## config.mk

```make
export PLATFORM = sky130hd
export DESIGN_NAME = sync_fifo_param_flat
export DESIGN_NICKNAME = d
export VERILOG_FILES = /design/src/rtl/sync_fifo_param_if.sv /design/src/rtl/sync_fifo_param.sv /design/src/flat_wrapper.sv
export SDC_FILE = /design/constraint.sdc
export NUM_CORES = 1
export LEC_CHECK = 0
export ABC_AREA = 1
export ABC_CLOCK_PERIOD_IN_PS = 3100
export BUFFER_PORTS_ARGS = -buffer_cell sky130_fd_sc_hd__buf_2
export CAP_MARGIN = 20
export CELL_PAD_IN_SITES_DETAIL_PLACEMENT = 0
export CELL_PAD_IN_SITES_GLOBAL_PLACEMENT = 1
export CORE_MARGIN = 5
export CORE_UTILIZATION = 25
export DETAILED_ROUTE_END_ITERATION = 7
export PLACE_DENSITY_LB_ADDON = 0.1
export SYNTH_ARGS = -nofsm -noshare
export SYNTH_HDL_FRONTEND = slang
export SYNTH_SLANG_ARGS = --single-unit
```

## constraint.sdc

```tcl
create_clock -name clk -period 3.1 [get_ports clk]
set_input_delay 0.31 -clock clk [delete_from_list [all_inputs] [get_ports clk]]
set_output_delay 0.31 -clock clk [all_outputs]
set_load 0.005 [all_outputs]
```

## src/rtl/sync_fifo_param_if.sv

```systemverilog
// Producer/consumer-side signal bundle for sync_fifo_param.
// master drives requests and data in; slave is the FIFO.
interface sync_fifo_param_if #(
  parameter int WIDTH = 8,
  parameter int DEPTH = 16
);
  localparam int ADDRESS = $clog2(DEPTH);

  logic               wr;
  logic [WIDTH-1:0]   data_in;
  logic               rd;
  logic               err_clr;
  logic [WIDTH-1:0]   data_out;
  logic               rd_valid;
  logic               full;
  logic               empty;
  logic               alm_full;
  logic               alm_empty;
  logic [ADDRESS:0]   count;
  logic               overflow;
  logic               underflow;

  modport master (
    output wr, data_in, rd, err_clr,
    input  data_out, rd_valid, full, empty, alm_full, alm_empty,
           count, overflow, underflow
  );

  modport slave (
    input  wr, data_in, rd, err_clr,
    output data_out, rd_valid, full, empty, alm_full, alm_empty,
           count, overflow, underflow
  );
endinterface

```

## src/rtl/sync_fifo_param.sv

```systemverilog
// Single-clock FIFO with occupancy count, almost-full/empty thresholds,
// sticky overflow/underflow flags and standard or first-word-fall-through reads.
module sync_fifo_param #(
  parameter int WIDTH = 8,
  parameter int DEPTH = 16,
  parameter int AF_TH = DEPTH - 2,
  parameter int AE_TH = 2,
  parameter bit FWFT  = 1'b0,
  localparam int ADDRESS = $clog2(DEPTH)
) (
  input logic              clk,
  input logic              reset,
  sync_fifo_param_if.slave bus
);

  localparam logic [ADDRESS:0] DEPTH_C = DEPTH[ADDRESS:0];
  localparam logic [ADDRESS:0] AF_C    = AF_TH[ADDRESS:0];
  localparam logic [ADDRESS:0] AE_C    = AE_TH[ADDRESS:0];

  logic [WIDTH-1:0] mem_q [DEPTH];

  logic [ADDRESS:0] wr_ptr_q, wr_ptr_d;
  logic [ADDRESS:0] rd_ptr_q, rd_ptr_d;
  logic [ADDRESS:0] count_q, count_d;
  logic             overflow_q, overflow_d;
  logic             underflow_q, underflow_d;
  logic             full, empty, wr_acc, rd_acc;

  always_comb begin
    full        = (count_q == DEPTH_C);
    empty       = (count_q == '0);
    wr_acc      = bus.wr && !full;
    rd_acc      = bus.rd && !empty;
    wr_ptr_d    = wr_ptr_q + {{ADDRESS{1'b0}}, wr_acc};
    rd_ptr_d    = rd_ptr_q + {{ADDRESS{1'b0}}, rd_acc};
    // Pointer difference modulo 2*DEPTH equals count + wr_acc - rd_acc.
    count_d     = wr_ptr_d - rd_ptr_d;
    overflow_d  = (bus.wr && full)  || (overflow_q  && !bus.err_clr);
    underflow_d = (bus.rd && empty) || (underflow_q && !bus.err_clr);
  end

  always_ff @(posedge clk or posedge reset) begin
    if (reset) begin
      wr_ptr_q    <= '0;
      rd_ptr_q    <= '0;
      count_q     <= '0;
      overflow_q  <= 1'b0;
      underflow_q <= 1'b0;
    end else begin
      wr_ptr_q    <= wr_ptr_d;
      rd_ptr_q    <= rd_ptr_d;
      count_q     <= count_d;
      overflow_q  <= overflow_d;
      underflow_q <= underflow_d;
    end
  end

  always_ff @(posedge clk) begin
    if (wr_acc) mem_q[wr_ptr_q[ADDRESS-1:0]] <= bus.data_in;
  end

  generate
    if (FWFT) begin : g_fwft
      assign bus.data_out = mem_q[rd_ptr_q[ADDRESS-1:0]];
      assign bus.rd_valid = !empty;
    end else begin : g_std
      logic [WIDTH-1:0] data_q, data_d;
      logic             rd_valid_q, rd_valid_d;

      always_comb begin
        data_d     = data_q;
        rd_valid_d = rd_acc;
        if (rd_acc) data_d = mem_q[rd_ptr_q[ADDRESS-1:0]];
      end

      always_ff @(posedge clk or posedge reset) begin
        if (reset) begin
          data_q     <= '0;
          rd_valid_q <= 1'b0;
        end else begin
          data_q     <= data_d;
          rd_valid_q <= rd_valid_d;
        end
      end

      assign bus.data_out = data_q;
      assign bus.rd_valid = rd_valid_q;
    end
  endgenerate

  assign bus.full      = full;
  assign bus.empty     = empty;
  assign bus.alm_full  = (count_q >= AF_C);
  assign bus.alm_empty = (count_q <= AE_C);
  assign bus.count     = count_q;
  assign bus.overflow  = overflow_q;
  assign bus.underflow = underflow_q;

endmodule

```

## src/flat_wrapper.sv

```systemverilog
// flat-port wrapper written by rule: the top's interface ports become plain ports
module sync_fifo_param_flat 
#(
  parameter int WIDTH = 8,
  parameter int DEPTH = 16,
  parameter int AF_TH = DEPTH - 2,
  parameter int AE_TH = 2,
  parameter bit FWFT  = 1'b0,
  localparam int ADDRESS = $clog2(DEPTH)
)
  (clk, reset, bus_wr, bus_data_in, bus_rd, bus_err_clr, bus_data_out, bus_rd_valid, bus_full, bus_empty, bus_alm_full, bus_alm_empty, bus_count, bus_overflow, bus_underflow);
  sync_fifo_param_if #(.WIDTH(WIDTH), .DEPTH(DEPTH)) bus_i ();
  input logic clk;
  input logic reset;
  input wire logic [$bits(bus_i.wr)-1:0] bus_wr;
  input wire logic [$bits(bus_i.data_in)-1:0] bus_data_in;
  input wire logic [$bits(bus_i.rd)-1:0] bus_rd;
  input wire logic [$bits(bus_i.err_clr)-1:0] bus_err_clr;
  output wire logic [$bits(bus_i.data_out)-1:0] bus_data_out;
  output wire logic [$bits(bus_i.rd_valid)-1:0] bus_rd_valid;
  output wire logic [$bits(bus_i.full)-1:0] bus_full;
  output wire logic [$bits(bus_i.empty)-1:0] bus_empty;
  output wire logic [$bits(bus_i.alm_full)-1:0] bus_alm_full;
  output wire logic [$bits(bus_i.alm_empty)-1:0] bus_alm_empty;
  output wire logic [$bits(bus_i.count)-1:0] bus_count;
  output wire logic [$bits(bus_i.overflow)-1:0] bus_overflow;
  output wire logic [$bits(bus_i.underflow)-1:0] bus_underflow;
  assign bus_i.wr = bus_wr;
  assign bus_i.data_in = bus_data_in;
  assign bus_i.rd = bus_rd;
  assign bus_i.err_clr = bus_err_clr;
  assign bus_data_out = bus_i.data_out;
  assign bus_rd_valid = bus_i.rd_valid;
  assign bus_full = bus_i.full;
  assign bus_empty = bus_i.empty;
  assign bus_alm_full = bus_i.alm_full;
  assign bus_alm_empty = bus_i.alm_empty;
  assign bus_count = bus_i.count;
  assign bus_overflow = bus_i.overflow;
  assign bus_underflow = bus_i.underflow;
  sync_fifo_param #(.WIDTH(WIDTH), .DEPTH(DEPTH), .AF_TH(AF_TH), .AE_TH(AE_TH), .FWFT(FWFT)) u_core (.clk(clk), .reset(reset), .bus(bus_i));
endmodule
```

==> results.yml <==
placement:
  hpwl_um: 11830
  gp_congestion: 0.7279
  port_buffers: 32
  post-place-ws_ps: 470.8
die:
  die_h_um: 176.0
  die-area_um2: 30980
  ios: 33
  rows: 60
  start_util_pct: 25.50
  chipWidth_um: 176.0
  core_um2: 27030
layout:
  area_delta_synth_final_pct: 14.55
  final_common_cell: "nand2_1"
  final_cell_mix: "nand2_1 (219), edfxtp_1 (128), inv_1 (123), nand3_1 (104), buf_2 (32)"
  nets: 732
  final_util_pct: 29.20
  num_antenna_cells: 0
  drive_gt1_share_pct: 11.07
synthesis:
  yosys_register_bits: 154
  yosys_warnings: 0
  synth_seq_area_share_pct: 65.23
  netlist_area_um2: 6890
  synth_nets: 695
  async_reset_ff_share_pct: 16.88
  synth.distinct_cells: 28
  synth_area_per_cell_um2: 10.24
  synth_edf_count: 128
  synthFlopType: "edfxtp_1"
  syn_inst: 673
routing:
  via_per_inst: 4.179
  detail_route.wl_per_cell_um: 16.93
  firstDrtPassIters: 5
  wl_um: 18010
  vias: 4446
  route.detailed.drc: 0
  drtIter0Drc: 269
  drtAntennaViolNets: 0
setup_path:
  crit_chain: "nor2_2 -> nand4_1 -> nand2_2 -> bufinv_16 -> ha_1 -> nand4_1 -> inv_1 -> nor2_1 -> inv_1 -> ha_1 -> nand2_1 -> nand2_1 -> a31oi_1 -> inv_1 -> nand2_1 -> nand2_1"
  slowest_delay_ps: 400
  cpMaxStageDelayCell: "dfrtp_1"
  critPathCaptureType: "flop"
  path_buf_inv: 4
  critical_path_arrival_ps: 2930
  cp-start-kind: "flop"
  crit_top_cell: "nand2_1"
  worst-path-max-fanout: 11
  crit_type: "flop to flop"
  cp.required_ps: 3420
  crit_family: "simple AND/OR/NAND/NOR gates"
  rrSetupSlack_ps: 480
timing:
  slew_headroom_pct: 39.99
  tns_ps: 0
  period_minus_slack_ps: 2619
  final-setup-viol-count: 0
  grt_setup_unrepaired: "false"
  drv_slew: 0
  tightest_slew_ps: 896.9
  finalClockSkew_ps: 12.63
  layout_setup_ws_ps: 481.2
  hold_violations: 0
  fin_crit_sh_pct: 84.48
  fmax_mhz: 381.9
global_routing:
  grt_usage_pct: 12.16
  grt_pass1_vias: 4572
  grt_antenna_before_repair: 0
  grt_max_degree: 41
  gr-total-overflow: 0
  grt_pass1_wl_um: 27770
power:
  combPwrFrac_pct: 35.4
  p_leak_nw: 3.512
  power_frac_seq_pct: 38.1
  p_clk_share_pct: 26.4
  p_sw_share_pct: 39.55
  p_sw_mw: 2.927
  p_int_mw: 4.473
  peakVddDrop_mv: 0.3674
  pwr_density_cell_nw_per_um2: 937.7
clocking:
  cts_resized: 0
  cts.sinks: 154
  clockBufferDepth: 2
  post_cts_buffers: 0
  insertion_delay_ps: 430
  cts_buffers: 17
  htree_levels: 4
  root_buffer: "clkbuf_16"
  clk_pin_slew_worst_paths_ps: 60
  cts_tree: "yes"
outcome:
  status: "finished, final reports clean"
flow_run:
  drv_cap: 0
worst_hold_path:
  hold_class: "input pin to flop"
per-layer routing:
layer	track usage, %	vias up	wire [um]
met3	2.206	13	624
met4	3.899	0	198
met1	16.24	2159	8450
met5	0	-	0
met2	20.13	57	8737
li1	-	2217	-
metrics by stage:
stage               cells  hold WS, ps  power (mW)  area (um2)
floorplan             673        350.0       4.756        6890
global placement     1030        492.5       5.597        7312
detailed placement   1030        485.8       5.586        7312
CTS                  1062        50.60       7.566        7855
global route         1064        56.18       7.998        7893
finish               1064        68.40       7.401        7893
flip-flops by register name, indices dropped and copies added (netlist names):
name	cells
u_core.wr_ptr_q	5
u_core.bus.overflow	1
u_core.mem_q	128
u_core.bus.rd_valid	1
u_core.bus.count	5
u_core.bus.data_out	8
u_core.bus.underflow	1
u_core.rd_ptr_q	5
cell families after synthesis:
family | Yosys count | synth area share, %
adders and majority gates | 9 | 1.743
and+or+nand+nor | 347 | 21.12
AOI/OAI and AO/OA | 6 | 0.4540
DFF | 154 | 65.23
buffers and inverters | 152 | 10.82
xor gates and xnor gates | 5 | 0.6355
final timing paths:
kind / start / endpoint / cells past startpoint
setup / recovery: u_core.bus.count[3] / u_core.bus.count[4] / 16
hold / removal: bus_err_clr / u_core.bus.overflow / 2
setup reg to reg: u_core.bus.count[3] / u_core.bus.count[4] / 16
hold reg to reg: u_core.bus.data_out[6] / u_core.bus.data_out[6] / 2
max in group asynchronous: reset / u_core.rd_ptr_q[0] / 4
min in group asynchronous: reset / u_core.bus.underflow / 3
power by group through the flow:
stage                     combinational, mW  sequential, mW  clock, mW
after floorplan                        1.98            2.77          0
after global placement                 2.73            2.87          0
after detailed placement               2.72            2.87          0
after CTS                              2.72            2.83       2.01
after global routing                   3.04            2.86       2.10
final                                  2.62            2.82       1.95
worst register-to-register path, delay by kind of cell, from the launching register on:
family | cells | cell delay (ps)
simple gates | 9 | 960
fa+ha+maj | 2 | 570
flops | 1 | 400
buf+inv | 4 | 400
compound gates | 1 | 190
cell usage after synthesis (4+ instances only):
library cell / number / area share [%]
buf_2: 8 / 0.58
buf_4: 4 / 0.44
buf_8: 4 / 0.87
dfrtp_1: 26 / 9.4
edfxtp_1: 128 / 56
ha_1: 8 / 1.5
inv_1: 123 / 6.7
nand2_1: 219 / 12
nand3_1: 104 / 7.6
nor2_1: 17 / 0.93
xor2_1: 4 / 0.51
timing repair:
action	4_1_cts	5_1_grt
endpoints found under the setup margin	0	0
hold buffers	0	1
hold endpoints to repair	0	2
final cells by class:
type,count,area [um2]
tap,341,426.7
clock buffer,17,425.4
fill,2858,19130
clock inverter,15,117.6
inverter,128,506.7
sequential,154,4496
timing repair buffer,42,270.3
multi-input combinational,367,1650
Note: power is estimated with default switching activity, not from simulation.
